## config.mk

```make
export PLATFORM = sky130hd
export DESIGN_NAME = tmr_fault_monitor
export DESIGN_NICKNAME = d
export VERILOG_FILES = /design/src/rtl/tmr_fault_pkg.sv /design/src/rtl/tmr_lane_err_counter.sv /design/src/rtl/tmr_fault_monitor.sv
export SDC_FILE = /design/constraint.sdc
export NUM_CORES = 1
export LEC_CHECK = 0
export ABC_AREA = 1
export CORE_ASPECT_RATIO = 0.75
export CORE_MARGIN = 8
export CORE_UTILIZATION = 40
export CTS_BUF_LIST = sky130_fd_sc_hd__clkbuf_4 sky130_fd_sc_hd__clkbuf_8 sky130_fd_sc_hd__clkbuf_16
export CTS_CLUSTER_DIAMETER = 30
export DETAILED_ROUTE_END_ITERATION = 7
export DONT_BUFFER_PORTS = 1
export GPL_TIMING_DRIVEN = 0
export PLACE_DENSITY = 0.54
export SLEW_MARGIN = 40
export SYNTH_ARGS = -nofsm -noshare
export SYNTH_HDL_FRONTEND = slang
export SYNTH_SLANG_ARGS = --single-unit
```

## constraint.sdc

```tcl
create_clock -name clk_i -period 2 [get_ports clk_i]
set_input_delay 0.5 -clock clk_i [delete_from_list [all_inputs] [get_ports clk_i]]
set_output_delay 0.5 -clock clk_i [all_outputs]
set_load 0.05 [all_outputs]
```

## src/rtl/tmr_fault_pkg.sv

```systemverilog
// Shared types and constants for the TMR lane fault monitor.
// Lane codes match the bit positions of the voter's {err_c, err_b, err_a} flags.
package tmr_fault_pkg;

  typedef enum logic [1:0] {
    IDLE     = 2'd0,
    RESYNC   = 2'd1,
    COOLDOWN = 2'd2,
    FATAL    = 2'd3
  } tmr_fault_state_e;

  localparam logic [1:0] LaneA    = 2'd0;
  localparam logic [1:0] LaneB    = 2'd1;
  localparam logic [1:0] LaneC    = 2'd2;
  localparam logic [1:0] LaneNone = 2'd3;

  // True when at least two of the three lanes flag an error in the same sample.
  function automatic logic multi_err(input logic [2:0] e);
    return (e[0] & e[1]) | (e[0] & e[2]) | (e[1] & e[2]);
  endfunction

endpackage

```

## src/rtl/tmr_lane_err_counter.sv

```systemverilog
// Per-lane error bookkeeping: a saturating total-error counter and a
// consecutive-error streak counter that flags when the streak reaches Threshold.
module tmr_lane_err_counter #(
  parameter int CntWidth  = 8,
  parameter int Threshold = 4
) (
  input  logic                clk,
  input  logic                srst,
  input  logic                sample,
  input  logic                err,
  input  logic                hold_consec,
  input  logic                freeze,
  input  logic                clear,
  output logic [CntWidth-1:0] total,
  output logic                consec_hit
);

  localparam logic [3:0]          HitLevel = 4'(Threshold - 1);
  localparam logic [CntWidth-1:0] TotalMax = '1;

  logic [CntWidth-1:0] total_reg;
  logic [3:0]          consec_reg;

  // Combinational so the FSM can move to RESYNC on the very sample that completes the streak.
  assign consec_hit = sample && err && !hold_consec && (consec_reg == HitLevel);
  assign total      = total_reg;

  always_ff @(posedge clk) begin
    if (srst || clear) begin
      total_reg  <= '0;
      consec_reg <= '0;
    end else begin
      if (sample && err && !freeze && (total_reg != TotalMax)) begin
        total_reg <= total_reg + 1'b1;
      end
      if (hold_consec || consec_hit) begin
        consec_reg <= '0;
      end else if (sample) begin
        if (!err) begin
          consec_reg <= '0;
        end else if (consec_reg != 4'hf) begin
          consec_reg <= consec_reg + 4'd1;
        end
      end
    end
  end

endmodule

```

## src/rtl/tmr_fault_monitor.sv

```systemverilog
// Tracks per-replica mismatch flags from the TMR voter, requests a resync when a
// lane errs Threshold times in a row, and latches a fatal flag on multi-lane errors.
module tmr_fault_monitor
  import tmr_fault_pkg::*;
#(
  parameter int CntWidth  = 8,
  parameter int Threshold = 4,
  parameter int Cooldown  = 16
) (
  input  logic                clk_i,
  input  logic                rst_i,
  input  logic                valid_i,
  input  logic [2:0]          err_i,
  input  logic                clear_i,
  input  logic                resync_ack_i,
  output logic                resync_req_o,
  output logic [1:0]          fault_lane_o,
  output logic                fatal_o,
  output logic [CntWidth-1:0] err_cnt_a_o,
  output logic [CntWidth-1:0] err_cnt_b_o,
  output logic [CntWidth-1:0] err_cnt_c_o
);

  localparam logic [7:0] CooldownLoad = 8'(Cooldown);

  tmr_fault_state_e    state_reg;
  logic [7:0]          timer_reg;
  logic                resync_req_reg;
  logic                fatal_reg;
  logic [1:0]          fault_lane_reg;

  logic [2:0]          consec_hit;
  logic [CntWidth-1:0] total [3];
  logic                hold_consec;
  logic                freeze;
  logic                multi;
  logic [1:0]          hit_lane;

  assign hold_consec = (state_reg != IDLE);
  assign freeze      = (state_reg == FATAL);
  assign multi       = valid_i && multi_err(err_i);

  generate
    for (genvar gi = 0; gi < 3; gi++) begin : g_lane
      tmr_lane_err_counter #(
        .CntWidth  (CntWidth),
        .Threshold (Threshold)
      ) u_cnt (
        .clk         (clk_i),
        .srst        (rst_i),
        .sample      (valid_i),
        .err         (err_i[gi]),
        .hold_consec (hold_consec),
        .freeze      (freeze),
        .clear       (clear_i),
        .total       (total[gi]),
        .consec_hit  (consec_hit[gi])
      );
    end
  endgenerate

  always_comb begin
    hit_lane = LaneNone;
    if (consec_hit[0]) begin
      hit_lane = LaneA;
    end else if (consec_hit[1]) begin
      hit_lane = LaneB;
    end else if (consec_hit[2]) begin
      hit_lane = LaneC;
    end
  end

  // clear_i outranks a simultaneous multi-error, which in turn outranks every other transition.
  always_ff @(posedge clk_i) begin
    if (rst_i || clear_i) begin
      state_reg      <= IDLE;
      timer_reg      <= '0;
      resync_req_reg <= 1'b0;
      fatal_reg      <= 1'b0;
      fault_lane_reg <= LaneNone;
    end else if (multi && (state_reg != FATAL)) begin
      state_reg      <= FATAL;
      resync_req_reg <= 1'b0;
      fatal_reg      <= 1'b1;
    end else begin
      case (state_reg)
        IDLE: begin
          if (hit_lane != LaneNone) begin
            state_reg      <= RESYNC;
            resync_req_reg <= 1'b1;
            fault_lane_reg <= hit_lane;
          end
        end
        RESYNC: begin
          if (resync_ack_i) begin
            state_reg      <= COOLDOWN;
            resync_req_reg <= 1'b0;
            timer_reg      <= CooldownLoad;
          end
        end
        COOLDOWN: begin
          // Leaving on the last count keeps COOLDOWN exactly Cooldown cycles long.
          if (timer_reg <= 8'd1) begin
            state_reg      <= IDLE;
            timer_reg      <= '0;
            fault_lane_reg <= LaneNone;
          end else begin
            timer_reg <= timer_reg - 8'd1;
          end
        end
        default: begin
          state_reg <= FATAL;
        end
      endcase
    end
  end

  assign resync_req_o = resync_req_reg;
  assign fault_lane_o = fault_lane_reg;
  assign fatal_o      = fatal_reg;
  assign err_cnt_a_o  = total[0];
  assign err_cnt_b_o  = total[1];
  assign err_cnt_c_o  = total[2];

endmodule

```

Word-level counts from Yosys, hierarchy flattened --
Index checks and enable logic that the tools add are counted.
Storage, ports and cells: output and inout port bits 28, bits in registers 50, logic and storage cells 110
Operators by class: mux-type cells 23, add/subtract/negate cells 7, equal/unequal tests 23, $lt $le $gt $ge 1, reduce and logical (&&, ||, !) cells 39, bitwise logic cells 6
Operator list (count):
- $add A8 B1 Y8 const B | 3
- $mux W4 | 6
- $ne A8 B8 Y1 const B | 3
- $logic_and A1 B1 Y1 | 17
- $mux W2 | 8
- $mux W8 | 2
- $pmux W8 S2 | 1
- $add A4 B1 Y4 const B | 3
- $eq A4 B2 Y1 const B | 3
- $ne A4 B4 Y1 const B | 3
- $ne A2 B2 Y1 const B | 5
- $ne A3 B3 Y1 const B | 3
- $reduce_and A3 Y1 | 3
- $le A8 B1 Y1 const B | 1
- $reduce_bool A2 Y1 | 4
- $reduce_or A2 Y1 | 4
- $sub A8 B1 Y8 const B | 1
- $ne A2 B1 Y1 const B | 3
- $pmux W2 S3 | 1
- $reduce_and A2 Y1 | 3
- $eq A2 B2 Y1 const B | 2
- $logic_or A1 B1 Y1 | 4
- $pmux W2 S2 | 1
- $reduce_and A4 Y1 | 1
- 8 further kinds | 14

Depth between registers and ports, before layout --
depth in word-level cells 11, depth in mapped cells 11, depth with buffers taken out 11

Modules after synthesis --
From an unflattened synthesis, not the netlist that was laid out.
Second synthesis, totals: cell total of the unflattened synthesis 447, area total of the unflattened synthesis 3039.2 um^2
By module, submodules not included:
- tmr_lane_err_counter | times used 3, cells an instance 100, area each 690.7 um^2
- tmr_fault_monitor | times used 1, cells an instance 147, area each 967.2 um^2

Worst setup path after synthesis --
Ideal clock, no wire load.
path kind reg2reg, start reg g_lane[1].u_cnt.total_reg[0], end reg g_lane[1].u_cnt.total_reg[0], arrival time 1.591 ns, setup slack 0.261 ns, period minus slack after synthesis 1.739 ns, stages on the path, launching flop included 7, cell sequence dfxtp_1 ha_1 nand4_1 o21a_1 buf_6 o21ai_0 a21oi_1
Between the ends: word-level cells in the longest chain between the ends 2, elaborated cells between the ends (all ways) 3, those cells by class add/sub (1); eq/ne (1); reduce/logical (1)
RTL lines:
- from (decl) | line tmr_lane_err_counter.sv:21 | logic [CntWidth-1:0] total_reg;
- from (signal assigned) | line tmr_lane_err_counter.sv:34 | total_reg <= total_reg + 1'b1;
- branches (longest 2 deep; another with $add A8 B1 Y8)
Parallel ways; which one is timed is not known. A chain may end at the register's enable or synchronous reset.

Worst setup path in the final report --
start reg g_lane[0].u_cnt.total_reg[1], end reg g_lane[0].u_cnt.total_reg[6]
Between the ends: word-level cells in the longest chain between the ends 2, elaborated cells between the ends (all ways) 3, those cells by class add/sub (1); eq/ne (1); reduce/logical (1)
RTL lines (line):
- from (decl) | tmr_lane_err_counter.sv:21
- from (signal assigned) | tmr_lane_err_counter.sv:34
- branches (longest 2 deep; another with $add A8 B1 Y8)
Parallel ways; which one is timed is not known.

==> metrics list <==
- The run finished with clean final reports.
- In this run the static leakage power is 1.276 nW.
- Of the synthesized area, sequential elements account for 36.55%.
- Counting I/O delays and the setup requirement, the final critical path takes 1850 ps.
- Wire length of the first global-routing pass: 10.03 mm
- The region available for standard cell placement spans 6734 sq um.
- Max-slew violation count: 0
- Initial antenna violation count: 0
- Summed over all layers, the routed wires come to 6.032 mm.
- The worst path uses 92.52% of the clock period.
* Number of global-route vias before repair: 2109
- No sink is reached through more buffers than the 2 on the longest clock path.
* Number of buffers inserted during clock tree synthesis: 5
- Setup violations remaining at the end of the flow were counted as 0.
* Register share of total power: 52.1%
- Clock Sinks: 50
* Required time at the worst-slack endpoint: 2190 ps
* Most Used Layer, Global Route: met2
- Inserted Diodes: 0
- Global routing used 19.09% of the available met2 tracks.
* Post-synthesis average cell area: 6.899 sq um
- The worst setup path is captured at a flip-flop.
- For met3 alone, demand over resource in global routing was 3.788%.
* Main synth FF type: sky130_fd_sc_hd__dfxtp_1
- Net switching power: 568.7 uW
* Biggest cell delay along the critical path: 740 ps
- DRC: 0
- CTS tree: yes
* Slowest stage cell on the critical path: sky130_fd_sc_hd__dfxtp_1
- After clock tree synthesis, the clock-pin slew on the worst setup and hold paths is 100 ps.
- Clock latency on the worst-skew pair, taken at its later pin, is 310 ps.
* Synthesis-to-layout area growth: 8.406%
- Crit Path Class: flip-flop to flip-flop
- Max-cap check violation count: 0
* Global-route met1 utilization: 16.41%
- Worst reg-to-reg setup slack: 150 ps
- Chip height: 87.66 um
- R2R Path Start: g_lane[0].u_cnt.total[1]$_SDFFE_PP0P_
- Number of nets with antenna violations after routing: 0
* Critical path startpoint category: flip-flop
- Switching share of power: 27.83%
- Post-synth EDFFs: 0
- Dividing the detail-routed via count by the number of cells gives 4.881.
* WHS Endpoint: g_lane[2].u_cnt.consec_reg[1]$_SDFFE_PP0P_
- CP top delay family: flip-flops
- For this run, asynchronously set or reset flops after synthesis account for 0%.
- In this run the critical register-to-register path is captured at g_lane[0].u_cnt.total[6]$_SDFFE_PP0P_.
- Clock power share: 35.7%
- The netlist uses 34 different library cells.
* Number of H-tree levels: 2
- Of the cells placed in the final design, the portion with a size suffix greater than 1 is 6.914%.
- Hold is met by 343.2 ps.
* Number of synthesized register bits: 50
- The final-report hold violation count was 0.
- Commonest cells after routing, fill and taps aside: 91 x sky130_fd_sc_hd__nand2_1, 57 x sky130_fd_sc_hd__nor2_1, 54 x sky130_fd_sc_hd__inv_1
- Design Power: between 2 and 2.5 mW
- Gp weighted congestion: about 0.8
* GRT Total Usage: 12.47%
- Total Neg Setup Slack: 0 ps
* Largest register FFs: 24
- Area of the die: 9778 sq um
- In this run the count of I/O pins placed on the die edge is 36.
- Worst slew margin relative to its limit: 54.44%
- Number of DRC violations after detailed-routing iteration 0: 106
- Hold Crit Start: err_i[2]
- Combinational cell fraction of total power: 12.3%
* Highest clock rate: around 540 MHz
- Synthesized Nets: 419
- At the pin with the least slew margin, the transition time is 682.5 ps.
* Post-synthesis cell count: approximately 400
- Commonest non-fill, non-tap cell in the layout: sky130_fd_sc_hd__nand2_1
- Summed over all layers, the global routing overflow is 0.
* DR pass1 iterations: 4
- Bufs and invs on worst path: 1
* Net total in the final layout: around 430
- The floorplan has 26 rows.
- Internal cell power: 1.475 mW
* Crit path cell chain: ha_1 > nand4_1 > nand2_2 > inv_1 > nand2_1 > xor2_1 > nor2_1
- Port buffering added 0 buffers.
* Via count: between 2000 and 2500
* Clock tree skew after final layout: 12.17 ps
- Total area of sequential cells: 1008 sq um
- Counting tap cells, the placed design contains a total of 481 instances.
- Leaving out filler cells and counting taps, the final layout contains 489.
- Area of combinational cells with multiple inputs: 1506 sq um
* Summed instance area of the synthesized netlist: between 2000 and 3000 sq um
* CP Data Arrival Time: around 2000 ps
- Entering global routing, the biggest net connects 17 pins.
- Post-CTS sizing: 0
- In the final routed layout, each cell accounts on average for roughly 12 um.
- The worst hold path belongs to the class input port to flip-flop.
* CTS hold repair buffers: 0
- Cells on worst reg2reg path: 7
* Worst-path maximum fanout: 9
* Ys Warns: 0
* Filler cells: 713
* Total power divided by cell area: 688.2 nW/um^2
- Measured along the x axis, the die boundary spans 111.6 um.
* Post CTS Setup Buffer Count: 0
- DPL Wire Length: 4.606 mm
- Initial standard-cell utilization of the core: 40.67%
- Unrepaired setup endpoints after global routing: no
* Worst hold path depth: 2
- Worst-case vdd ir drop: 0.3989 mV
- CTS placed an instance of sky130_fd_sc_hd__clkbuf_8 at the clock tree root.
-- cell families (layout without fill, tap and decap cells) --
family | Yosys count | after routing | synth area share, %
AOI/OAI and AO/OA | 52 | 52 | 10.74
DFF | 50 | 50 | 36.55
buffers and inverters | 60 | 68 | 8.633
and+or+nand+nor | 204 | 204 | 32.25
adders and majority gates | 14 | 14 | 6.396
xor gates and xnor gates | 17 | 17 | 5.436
-- power by group through the flow --
stage	sequential [mW]	combinational, mW	clock [mW]
after floorplan	1.08	0.200	0
final	1.06	0.251	0.728
after global placement	1.09	0.249	0
after detailed placement	1.09	0.250	0
after CTS	1.06	0.252	0.750
after global routing	1.07	0.293	0.784
-- per-stage QoR --
step	instance area [sq um]	setup WS, ps	util, %
after global routing	2969	8.801	44.09
after CTS	2957	45.07	43.91
after detailed placement	2844	97.92	42.23
after floorplan	2739	261.4	-
after global placement	2844	94.62	42.23
final	2969	149.6	44.09
-- synthesized netlist by cell type (2+ instances only) --
library cell | n | area, sq um
sky130_fd_sc_hd__nand2_1 | 91 | 341.6
sky130_fd_sc_hd__nor2_1 | 57 | 214.0
sky130_fd_sc_hd__inv_1 | 54 | 202.7
sky130_fd_sc_hd__dfxtp_1 | 50 | 1001
sky130_fd_sc_hd__a21oi_1 | 27 | 135.1
sky130_fd_sc_hd__nand3_1 | 27 | 135.1
sky130_fd_sc_hd__ha_1 | 14 | 175.2
sky130_fd_sc_hd__o21ai_0 | 14 | 70.07
sky130_fd_sc_hd__xor2_1 | 13 | 113.9
sky130_fd_sc_hd__nand4_1 | 10 | 62.56
sky130_fd_sc_hd__nor3_1 | 9 | 45.04
sky130_fd_sc_hd__xnor2_1 | 4 | 35.03
sky130_fd_sc_hd__and3_1 | 2 | 12.51
sky130_fd_sc_hd__buf_2 | 2 | 10.01
sky130_fd_sc_hd__nand2_2 | 2 | 12.51
sky130_fd_sc_hd__nand2_4 | 2 | 22.52
sky130_fd_sc_hd__o211ai_1 | 2 | 15.01
-- per-layer routing --
metal / vias up / wire (um)
li1: 1282 / -
met1: 1064 / 3139
met2: 33 / 2526
met3: 8 / 298
met4: 0 / 68
met5: - / 0
-- final cells by class --
cell class | count | share of cell area (%)
clock inverter | 3 | 1.475
tap | 84 | 3.540
multi-input combinational | 287 | 50.74
inverter | 56 | 7.122
clock buffer | 5 | 2.318
buffer | 4 | 0.8428
sequential | 50 | 33.97
-- worst max-delay path by stage --
stage	cells past startpoint	slack, ps	start	to
2_1_floorplan	6	260	g_lane[1].u_cnt.total[0]$_SDFFE_PP0P_	g_lane[1].u_cnt.total[0]$_SDFFE_PP0P_
3_5_place_dp	7	100	g_lane[1].u_cnt.total[0]$_SDFFE_PP0P_	g_lane[1].u_cnt.total[7]$_SDFFE_PP0P_
6_report	7	150	g_lane[0].u_cnt.total[1]$_SDFFE_PP0P_	g_lane[0].u_cnt.total[6]$_SDFFE_PP0P_
4_1_cts	7	50	g_lane[1].u_cnt.total[0]$_SDFFE_PP0P_	g_lane[1].u_cnt.total[7]$_SDFFE_PP0P_
3_3_place_gp	7	90	g_lane[1].u_cnt.total[0]$_SDFFE_PP0P_	g_lane[1].u_cnt.total[7]$_SDFFE_PP0P_
5_1_grt	8	9	g_lane[2].u_cnt.total[0]$_SDFFE_PP0P_	g_lane[2].u_cnt.total[6]$_SDFFE_PP0P_
-- worst register-to-register path, stage by stage (launching register included) --
cell and delay [ps]:
sky130_fd_sc_hd__dfxtp_1 740, sky130_fd_sc_hd__ha_1 310, sky130_fd_sc_hd__nand4_1 120, sky130_fd_sc_hd__nand2_2 180
sky130_fd_sc_hd__inv_1 110, sky130_fd_sc_hd__nand2_1 80, sky130_fd_sc_hd__xor2_1 140, sky130_fd_sc_hd__nor2_1 50
Note: power is estimated with default switching activity, not from simulation.
